### config.mk
export PLATFORM = sky130hd
export DESIGN_NAME = noc_request_axilite
export DESIGN_NICKNAME = d
export VERILOG_FILES = /design/src/rtl/noc_request_axilite.sv
export SDC_FILE = /design/constraint.sdc
export NUM_CORES = 2
export LEC_CHECK = 0
export ABC_CLOCK_PERIOD_IN_PS = 5450
export BUFFER_PORTS_ARGS = -buffer_cell sky130_fd_sc_hd__clkbuf_2
export CORE_AREA = 3 3 324 326
export DETAILED_ROUTE_END_ITERATION = 10
export DIE_AREA = 0 0 327 329
export HOLD_SLACK_MARGIN = 0.05
export PLACE_DENSITY_LB_ADDON = 0.12
export SYNTH_ARGS = -nofsm -noshare
export SYNTH_HDL_FRONTEND = slang
export SYNTH_SLANG_ARGS = --single-unit
export TNS_END_PERCENT = 20
### constraint.sdc
create_clock -name clk -period 5.45 [get_ports clk]
set_input_delay 1.09 -clock clk [delete_from_list [all_inputs] [get_ports clk]]
set_output_delay 1.09 -clock clk [all_outputs]
set_load 0.03 [all_outputs]
### src/rtl/noc_request_axilite.sv
`default_nettype none
// ============================================================================
//  Module      : noc_request_axilite
//  Description : AXI4-Lite slave that turns buffered AR / AW+W requests into
//                OpenPiton non-cacheable load/store request packets.
//  Revision    : 1.0  initial release
// ============================================================================

`ifndef NOC_DATA_WIDTH
`define NOC_DATA_WIDTH 64
`endif
`ifndef NOC_CHIPID_WIDTH
`define NOC_CHIPID_WIDTH 14
`endif
`ifndef NOC_X_WIDTH
`define NOC_X_WIDTH 8
`endif
`ifndef NOC_Y_WIDTH
`define NOC_Y_WIDTH 8
`endif
`ifndef NOC_FBITS_WIDTH
`define NOC_FBITS_WIDTH 4
`endif
`ifndef PHY_ADDR_WIDTH
`define PHY_ADDR_WIDTH 40
`endif
`ifndef MSG_DST_CHIPID
`define MSG_DST_CHIPID 63:50
`define MSG_DST_X 49:42
`define MSG_DST_Y 41:34
`define MSG_DST_FBITS 33:30
`define MSG_LENGTH 29:22
`define MSG_TYPE 21:14
`define MSG_MSHRID 13:6
`define MSG_ADDR_ 55:16
`define MSG_SRC_CHIPID_ 63:50
`define MSG_SRC_X_ 49:42
`define MSG_SRC_Y_ 41:34
`define MSG_SRC_FBITS_ 33:30
`define MSG_DATA_SIZE_ 29:27
`endif
`ifndef MSG_TYPE_NC_LOAD_REQ
`define MSG_TYPE_NC_LOAD_REQ 8'd14
`define MSG_TYPE_NC_STORE_REQ 8'd15
`endif
`ifndef MSG_DATA_SIZE_64B
`define MSG_DATA_SIZE_8B 3'b100
`define MSG_DATA_SIZE_16B 3'b101
`define MSG_DATA_SIZE_32B 3'b110
`define MSG_DATA_SIZE_64B 3'b111
`endif

module noc_request_axilite #(
    parameter int AXI_LITE_ADDR_WIDTH = 64,
    parameter int AXI_LITE_DATA_WIDTH = 512,
    parameter int DATA_WORDS          = AXI_LITE_DATA_WIDTH / `NOC_DATA_WIDTH
) (
    input  logic                               clk,
    input  logic                               rst,
    input  logic [AXI_LITE_ADDR_WIDTH-1:0]     s_axi_araddr,
    input  logic                               s_axi_arvalid,
    output logic                               s_axi_arready,
    input  logic [AXI_LITE_ADDR_WIDTH-1:0]     s_axi_awaddr,
    input  logic                               s_axi_awvalid,
    output logic                               s_axi_awready,
    input  logic [AXI_LITE_DATA_WIDTH-1:0]     s_axi_wdata,
    input  logic [AXI_LITE_DATA_WIDTH/8-1:0]   s_axi_wstrb,
    input  logic                               s_axi_wvalid,
    output logic                               s_axi_wready,
    input  logic [`NOC_CHIPID_WIDTH-1:0]       src_chipid,
    input  logic [`NOC_X_WIDTH-1:0]            src_xpos,
    input  logic [`NOC_Y_WIDTH-1:0]            src_ypos,
    input  logic [`NOC_CHIPID_WIDTH-1:0]       dest_chipid,
    input  logic [`NOC_X_WIDTH-1:0]            dest_xpos,
    input  logic [`NOC_Y_WIDTH-1:0]            dest_ypos,
    input  logic [`NOC_FBITS_WIDTH-1:0]        dest_fbits,
    output logic                               noc_valid_out,
    output logic [`NOC_DATA_WIDTH-1:0]         noc_data_out,
    input  logic                               noc_ready_in
);

    localparam int c_noc_dw = `NOC_DATA_WIDTH;
    localparam int c_word_w = (DATA_WORDS > 1) ? $clog2(DATA_WORDS) : 1;
    localparam logic [c_word_w-1:0] c_last_word = c_word_w'(DATA_WORDS - 1);
    localparam logic [7:0] c_len_rd = 8'd2;
    localparam logic [7:0] c_len_wr = 8'(2 + DATA_WORDS);
    localparam logic [2:0] c_data_size =
        (AXI_LITE_DATA_WIDTH == 512) ? `MSG_DATA_SIZE_64B :
        (AXI_LITE_DATA_WIDTH == 256) ? `MSG_DATA_SIZE_32B :
        (AXI_LITE_DATA_WIDTH == 128) ? `MSG_DATA_SIZE_16B : `MSG_DATA_SIZE_8B;
    localparam logic c_grant_rd = 1'b0;
    localparam logic c_grant_wr = 1'b1;

    typedef enum logic [2:0] {
        S_IDLE = 3'd0,
        S_HDR0 = 3'd1,
        S_HDR1 = 3'd2,
        S_HDR2 = 3'd3,
        S_DATA = 3'd4
    } state_t;

    state_t                          r_state_q, w_state_d;
    logic                            r_grant_q, w_grant_d;
    logic                            r_last_grant_q;
    logic [c_word_w-1:0]             r_word_q, w_word_d;
    logic [7:0]                      r_tag_q;
    logic                            r_ar_v_q, r_aw_v_q, r_w_v_q;
    logic [`PHY_ADDR_WIDTH-1:0]      r_araddr_q, r_awaddr_q;
    logic [AXI_LITE_DATA_WIDTH-1:0]  r_wdata_q;
    logic                            r_valid_q;
    logic [c_noc_dw-1:0]             r_data_q;
    logic [c_noc_dw-1:0]             w_flit;
    logic                            w_hs, w_take, w_rd_release, w_wr_release;
    logic                            w_rd_pend, w_wr_pend;
    logic                            w_unused;
    logic [c_noc_dw-1:0]             w_words [DATA_WORDS];

    // Upper address bits and strobes carry no information for a full-width NC request.
    assign w_unused = ^{s_axi_araddr, s_axi_awaddr, s_axi_wstrb};

    assign s_axi_arready = !rst && !r_ar_v_q;
    assign s_axi_awready = !rst && !r_aw_v_q;
    assign s_axi_wready  = !rst && !r_w_v_q;

    assign noc_valid_out = r_valid_q;
    assign noc_data_out  = r_data_q;

    assign w_hs      = r_valid_q && noc_ready_in;
    assign w_rd_pend = r_ar_v_q;
    assign w_wr_pend = r_aw_v_q && r_w_v_q;

    for (genvar g = 0; g < DATA_WORDS; g++) begin : g_words
        assign w_words[g] = r_wdata_q[g*c_noc_dw +: c_noc_dw];
    end

    always_comb begin
        w_state_d    = r_state_q;
        w_grant_d    = r_grant_q;
        w_word_d     = r_word_q;
        w_take       = 1'b0;
        w_rd_release = 1'b0;
        w_wr_release = 1'b0;
        case (r_state_q)
            S_IDLE: begin
                if (w_rd_pend || w_wr_pend) begin
                    if (w_rd_pend && w_wr_pend) begin
                        w_grant_d = ~r_last_grant_q;
                    end else begin
                        w_grant_d = w_wr_pend ? c_grant_wr : c_grant_rd;
                    end
                    w_take    = 1'b1;
                    w_state_d = S_HDR0;
                end
            end
            S_HDR0: if (w_hs) w_state_d = S_HDR1;
            S_HDR1: if (w_hs) w_state_d = S_HDR2;
            S_HDR2: begin
                if (w_hs) begin
                    if (r_grant_q == c_grant_wr) begin
                        w_state_d = S_DATA;
                        w_word_d  = '0;
                    end else begin
                        w_state_d    = S_IDLE;
                        w_rd_release = 1'b1;
                    end
                end
            end
            S_DATA: begin
                if (w_hs) begin
                    if (r_word_q == c_last_word) begin
                        w_state_d    = S_IDLE;
                        w_wr_release = 1'b1;
                    end else begin
                        w_word_d = r_word_q + c_word_w'(1);
                    end
                end
            end
            default: w_state_d = S_IDLE;
        endcase
    end

    // Flit for the state being entered; it is registered so the NoC sees a stable output.
    always_comb begin
        w_flit = '0;
        case (w_state_d)
            S_HDR0: begin
                w_flit[`MSG_DST_CHIPID] = dest_chipid;
                w_flit[`MSG_DST_X]      = dest_xpos;
                w_flit[`MSG_DST_Y]      = dest_ypos;
                w_flit[`MSG_DST_FBITS]  = dest_fbits;
                w_flit[`MSG_LENGTH]     = (w_grant_d == c_grant_wr) ? c_len_wr : c_len_rd;
                w_flit[`MSG_TYPE]       = (w_grant_d == c_grant_wr) ? `MSG_TYPE_NC_STORE_REQ
                                                                    : `MSG_TYPE_NC_LOAD_REQ;
                w_flit[`MSG_MSHRID]     = r_tag_q;
            end
            S_HDR1: begin
                w_flit[`MSG_ADDR_] = (w_grant_d == c_grant_wr) ? r_awaddr_q : r_araddr_q;
            end
            S_HDR2: begin
                w_flit[`MSG_DATA_SIZE_]  = c_data_size;
                w_flit[`MSG_SRC_CHIPID_] = src_chipid;
                w_flit[`MSG_SRC_X_]      = src_xpos;
                w_flit[`MSG_SRC_Y_]      = src_ypos;
                w_flit[`MSG_SRC_FBITS_]  = '0;
            end
            S_DATA:  w_flit = w_words[w_word_d];
            default: w_flit = '0;
        endcase
    end

    always_ff @(posedge clk) begin
        if (rst) begin
            r_state_q      <= S_IDLE;
            r_grant_q      <= c_grant_rd;
            r_last_grant_q <= c_grant_wr;
            r_word_q       <= '0;
            r_tag_q        <= '0;
            r_ar_v_q       <= 1'b0;
            r_aw_v_q       <= 1'b0;
            r_w_v_q        <= 1'b0;
            r_araddr_q     <= '0;
            r_awaddr_q     <= '0;
            r_wdata_q      <= '0;
            r_valid_q      <= 1'b0;
            r_data_q       <= '0;
        end else begin
            r_state_q <= w_state_d;
            r_grant_q <= w_grant_d;
            r_word_q  <= w_word_d;
            if (w_take) r_last_grant_q <= w_grant_d;
            if (r_state_q == S_HDR0 && w_hs) r_tag_q <= r_tag_q + 8'd1;

            if (s_axi_arvalid && s_axi_arready) begin
                r_ar_v_q   <= 1'b1;
                r_araddr_q <= s_axi_araddr[`PHY_ADDR_WIDTH-1:0];
            end else if (w_rd_release) begin
                r_ar_v_q <= 1'b0;
            end
            if (s_axi_awvalid && s_axi_awready) begin
                r_aw_v_q   <= 1'b1;
                r_awaddr_q <= s_axi_awaddr[`PHY_ADDR_WIDTH-1:0];
            end else if (w_wr_release) begin
                r_aw_v_q <= 1'b0;
            end
            if (s_axi_wvalid && s_axi_wready) begin
                r_w_v_q   <= 1'b1;
                r_wdata_q <= s_axi_wdata;
            end else if (w_wr_release) begin
                r_w_v_q <= 1'b0;
            end

            if (!r_valid_q || noc_ready_in) begin
                r_valid_q <= (w_state_d != S_IDLE);
                r_data_q  <= w_flit;
            end
        end
    end

endmodule

`default_nettype wire

==> out/results.tsv <==
stage	metric	value	unit
status	status	complete, no violations	
final_layout	syn2layout_area_growth	25.07	%
power_and_ir_drop	power.density	329.9	nW/µm²
sta	final_max_slew_viol_count	0	
sta	setup-violations-final	0	
placement	place.gp.congestion	0.8239	
sta	layout_min_cycle_time	3.726	ns
routing	num_vias	27860	
min_path	worstHoldStart	r_wdata_q[153]	
die	die_area	107600	µm²
grt	grt_pass1_wl	175700	µm
worst_setup_path	r2r_slack	1.72	ns
yosys	syn-cell-area	29950	µm²
yosys	syn-num-nets	4610	
routing	wl_per_cell	21.05	µm
yosys	avgSynthCellArea	7.812	µm²
cts	cts_setup_buffers	0	
worst_setup_path	crit_path_end_kind	flip-flop	
yosys	synthFlopType	dfxtp_1	
yosys	synthArstFlopShare	0	%
die	die_width	327	µm
power_and_ir_drop	p_total	12.36	mW
cts	h-tree-depth	3	
sta	fin_skew	0.01436	ns
routing	firstDrtPassIters	7	
min_path	hold_depth	2	
worst_setup_path	start_kind	flip-flop	
cts	cts.sinks	676	
yosys	yosysWarnings	0	
die	start_util	29.35	%
placement	hpwl	87150	µm
flow_run	maxCapViolations	0	
cts	root_buffer	clkbuf_16	
power_and_ir_drop	vdd_drop_max	0.0002129	V
worst_setup_path	crit_arrival	4.28	ns
worst_setup_path	rr_endpoint	noc_data_out[18]	
die	die_h	329	µm
yosys	synthTopCellsByArea	dfxtp_1, nand2b_1, nand2_1	
cts	clk_pin_slew	0.06	ns
routing	ant_nets	0	
sta	finalHoldViolations	0	
yosys	synthDistinctLibCells	54	
min_path	min_path_type	reg -> reg	
cts	ctsResizeCount	0	
yosys	yosysSeqAreaShare	45.18	%
yosys	ys_ff_latch	676	
sta	finalCritPeriodShare	68.36	%
final_layout	fin_cells	5847	
worst_setup_path	r2r-start	r_state_q[2]	
grt	antenna_found_initial	43	
placement	placed_cells	5666	
cts	cts_tree	built	
yosys	synth.top_cell.area_share	45.18	%
sta	rsz0062_at_grt	false	
power_and_ir_drop	p_leak	14.40	nW
min_path	holdPathEnd	r_wdata_q[153]	
yosys	yosys.area.top_type	dfxtp_1	
grt	grt_max_degree	251	
die	core-area	102000	µm²
placement	place_ws	1.146	ns
sta	relSlewSlack	27.43	%
routing	drc	0	
grt	grt_usage	21.81	%
die	rows	117	
worst_setup_path	worstRegToRegCells	8	
placement	io_buffer_count	729	
routing	viasPerCell	4.765	
worst_setup_path	worstSetupPathType	reg -> reg	
grt	grt_pass1_vias	26610	
grt	grt_overflow_total	0	
sta	tightest_slew	1.088	ns
sta	fin_ws	1.724	ns
final_layout	nets	5158	
worst_setup_path	cp_data_required_time	6.01	ns
cts	cts_made_buffers	82	
cts	cts_hold_buf	0	
yosys	synth_cells	3834	
routing	wl	123100	µm
sta	setup-tns-final	0	ns
final_layout	drive_gt1_share	21.01	%
yosys	synth_edf_count	0	
sta	whs	0.4708	ns
die	ioPinCount	842	
cts	clk_latency	0.64	ns
sta	fmax	268.4	MHz
routing	drt_iter0_markers	2394	
worst_setup_path	critical_path.max_fanout	22	
cts	clk_path_buf_depth	3	
[state kept, by name, summed over array words and instances, names as in the netlist, 3 cells and up]
signal,flops
noc_data_out,64
r_wdata_q,512
r_araddr_q,40
r_tag_q,8
r_state_q,3
r_word_q,3
r_awaddr_q,40
[cell usage after synthesis, types with 11 or more instances]
| library cell | instances |
|---|---|
| clkbuf_1 | 243 |
| mux2i_1 | 141 |
| o21ai_0 | 643 |
| a22oi_1 | 35 |
| nor2_1 | 50 |
| dfxtp_1 | 676 |
| nand2b_1 | 595 |
| nor3_1 | 13 |
| a31oi_1 | 29 |
| a32oi_1 | 68 |
| nand2_1 | 986 |
| a21oi_1 | 24 |
| o22ai_1 | 21 |
| buf_2 | 54 |
| buf_6 | 11 |
| nand4_1 | 50 |
| nand3_1 | 110 |
[cell type report]
type,count,area (µm²)
Inverter,1,3.754
Tap cell,1368,1712
Sequential cell,676,13530
Antenna cell,34,85.08
Timing Repair Buffer,782,4207
Fill cell,10990,64570
Clock buffer,127,2547
Multi-Input combinational cell,2839,15190
Clock inverter,20,186.4
[worst max-delay path, stage by stage (launching register included)]
cell and delay (ns):
dfxtp_1 0.47, or3b_1 0.59, o31a_1 0.41, o21ai_4 0.81, buf_4 0.42, nand2_1 0.09, a32oi_1 0.20, nand4_1 0.42
o21ai_0 0.20
[stage by stage]
step,area [µm²],utilization [%]
2_1_floorplan,29950,-
5_1_grt,37430,36.69
3_5_place_dp,34640,33.95
4_1_cts,37370,36.63
3_3_place_gp,34640,33.95
6_report,37460,36.71
[worst max path at each step]
stage	start	to	slack [ns]	depth (start not counted)
3_5_place_dp	noc_ready_in	noc_data_out[18]	1.15	9
6_report	r_state_q[2]	noc_data_out[18]	1.72	8
3_3_place_gp	noc_ready_in	noc_data_out[60]	1.20	9
4_1_cts	r_state_q[2]	noc_data_out[18]	1.68	8
5_1_grt	r_state_q[2]	noc_data_out[18]	1.45	8
2_1_floorplan	rst	r_wdata_q[391]	2.31	9
[placed cells by master, fill, tap and decap left out, types with 12 or more instances in the layout]
cell type  Yosys  final
dfxtp_1      676    676
nand4_1       50     50
clkbuf_2       1    728
nand3_1      110    110
a31oi_1       29     26
clkinv_2       0     13
clkbuf_1     243     18
nor2_1        50     47
clkbuf_8       0     22
nor3_1        13     13
a22oi_1       35     35
mux2i_1      141    141
buf_12         0     12
nand2b_1     595    595
o22ai_1       21     21
diode_2        0     34
nand2_1      986    986
a32oi_1       68     68
buf_4          2     41
clkbuf_16      0     87
a21oi_1       24     23
o21ai_0      643    642
[cell families (layout without fill, tap and decap cells)]
logic type | Yosys count | after routing | share of synthesized area (%)
buffers and inverters | 319 | 930 | 4.528
AND/OR/NAND/NOR | 1836 | 1836 | 29.32
XOR/XNOR | 5 | 5 | 0.1462
adder cells (fa/ha/maj) | 2 | 2 | 0.08354
multiplexers | 142 | 142 | 4.750
AO/OA/AOI/OAI | 854 | 854 | 15.99
other | 0 | 34 | 0
flip-flops | 676 | 676 | 45.18
[routing by layer]
layer | vias to the layer above | track usage [%] | wire [µm]
met5 | - | 0 | 70
li1 | 13980 | - | -
met1 | 12940 | 31.36 | 59310
met2 | 780 | 32.44 | 53480
met4 | 12 | 7.253 | 3026
met3 | 155 | 4.423 | 7190
[report_power, final]
part	leakage, nW	switching (mW)	internal (mW)
logic	7.49	0.772	0.533
clock network	1.35	2.24	3.34
registers	5.56	0.190	5.28
total	14.4	3.20	9.16
(Power assumes the default switching activity.)
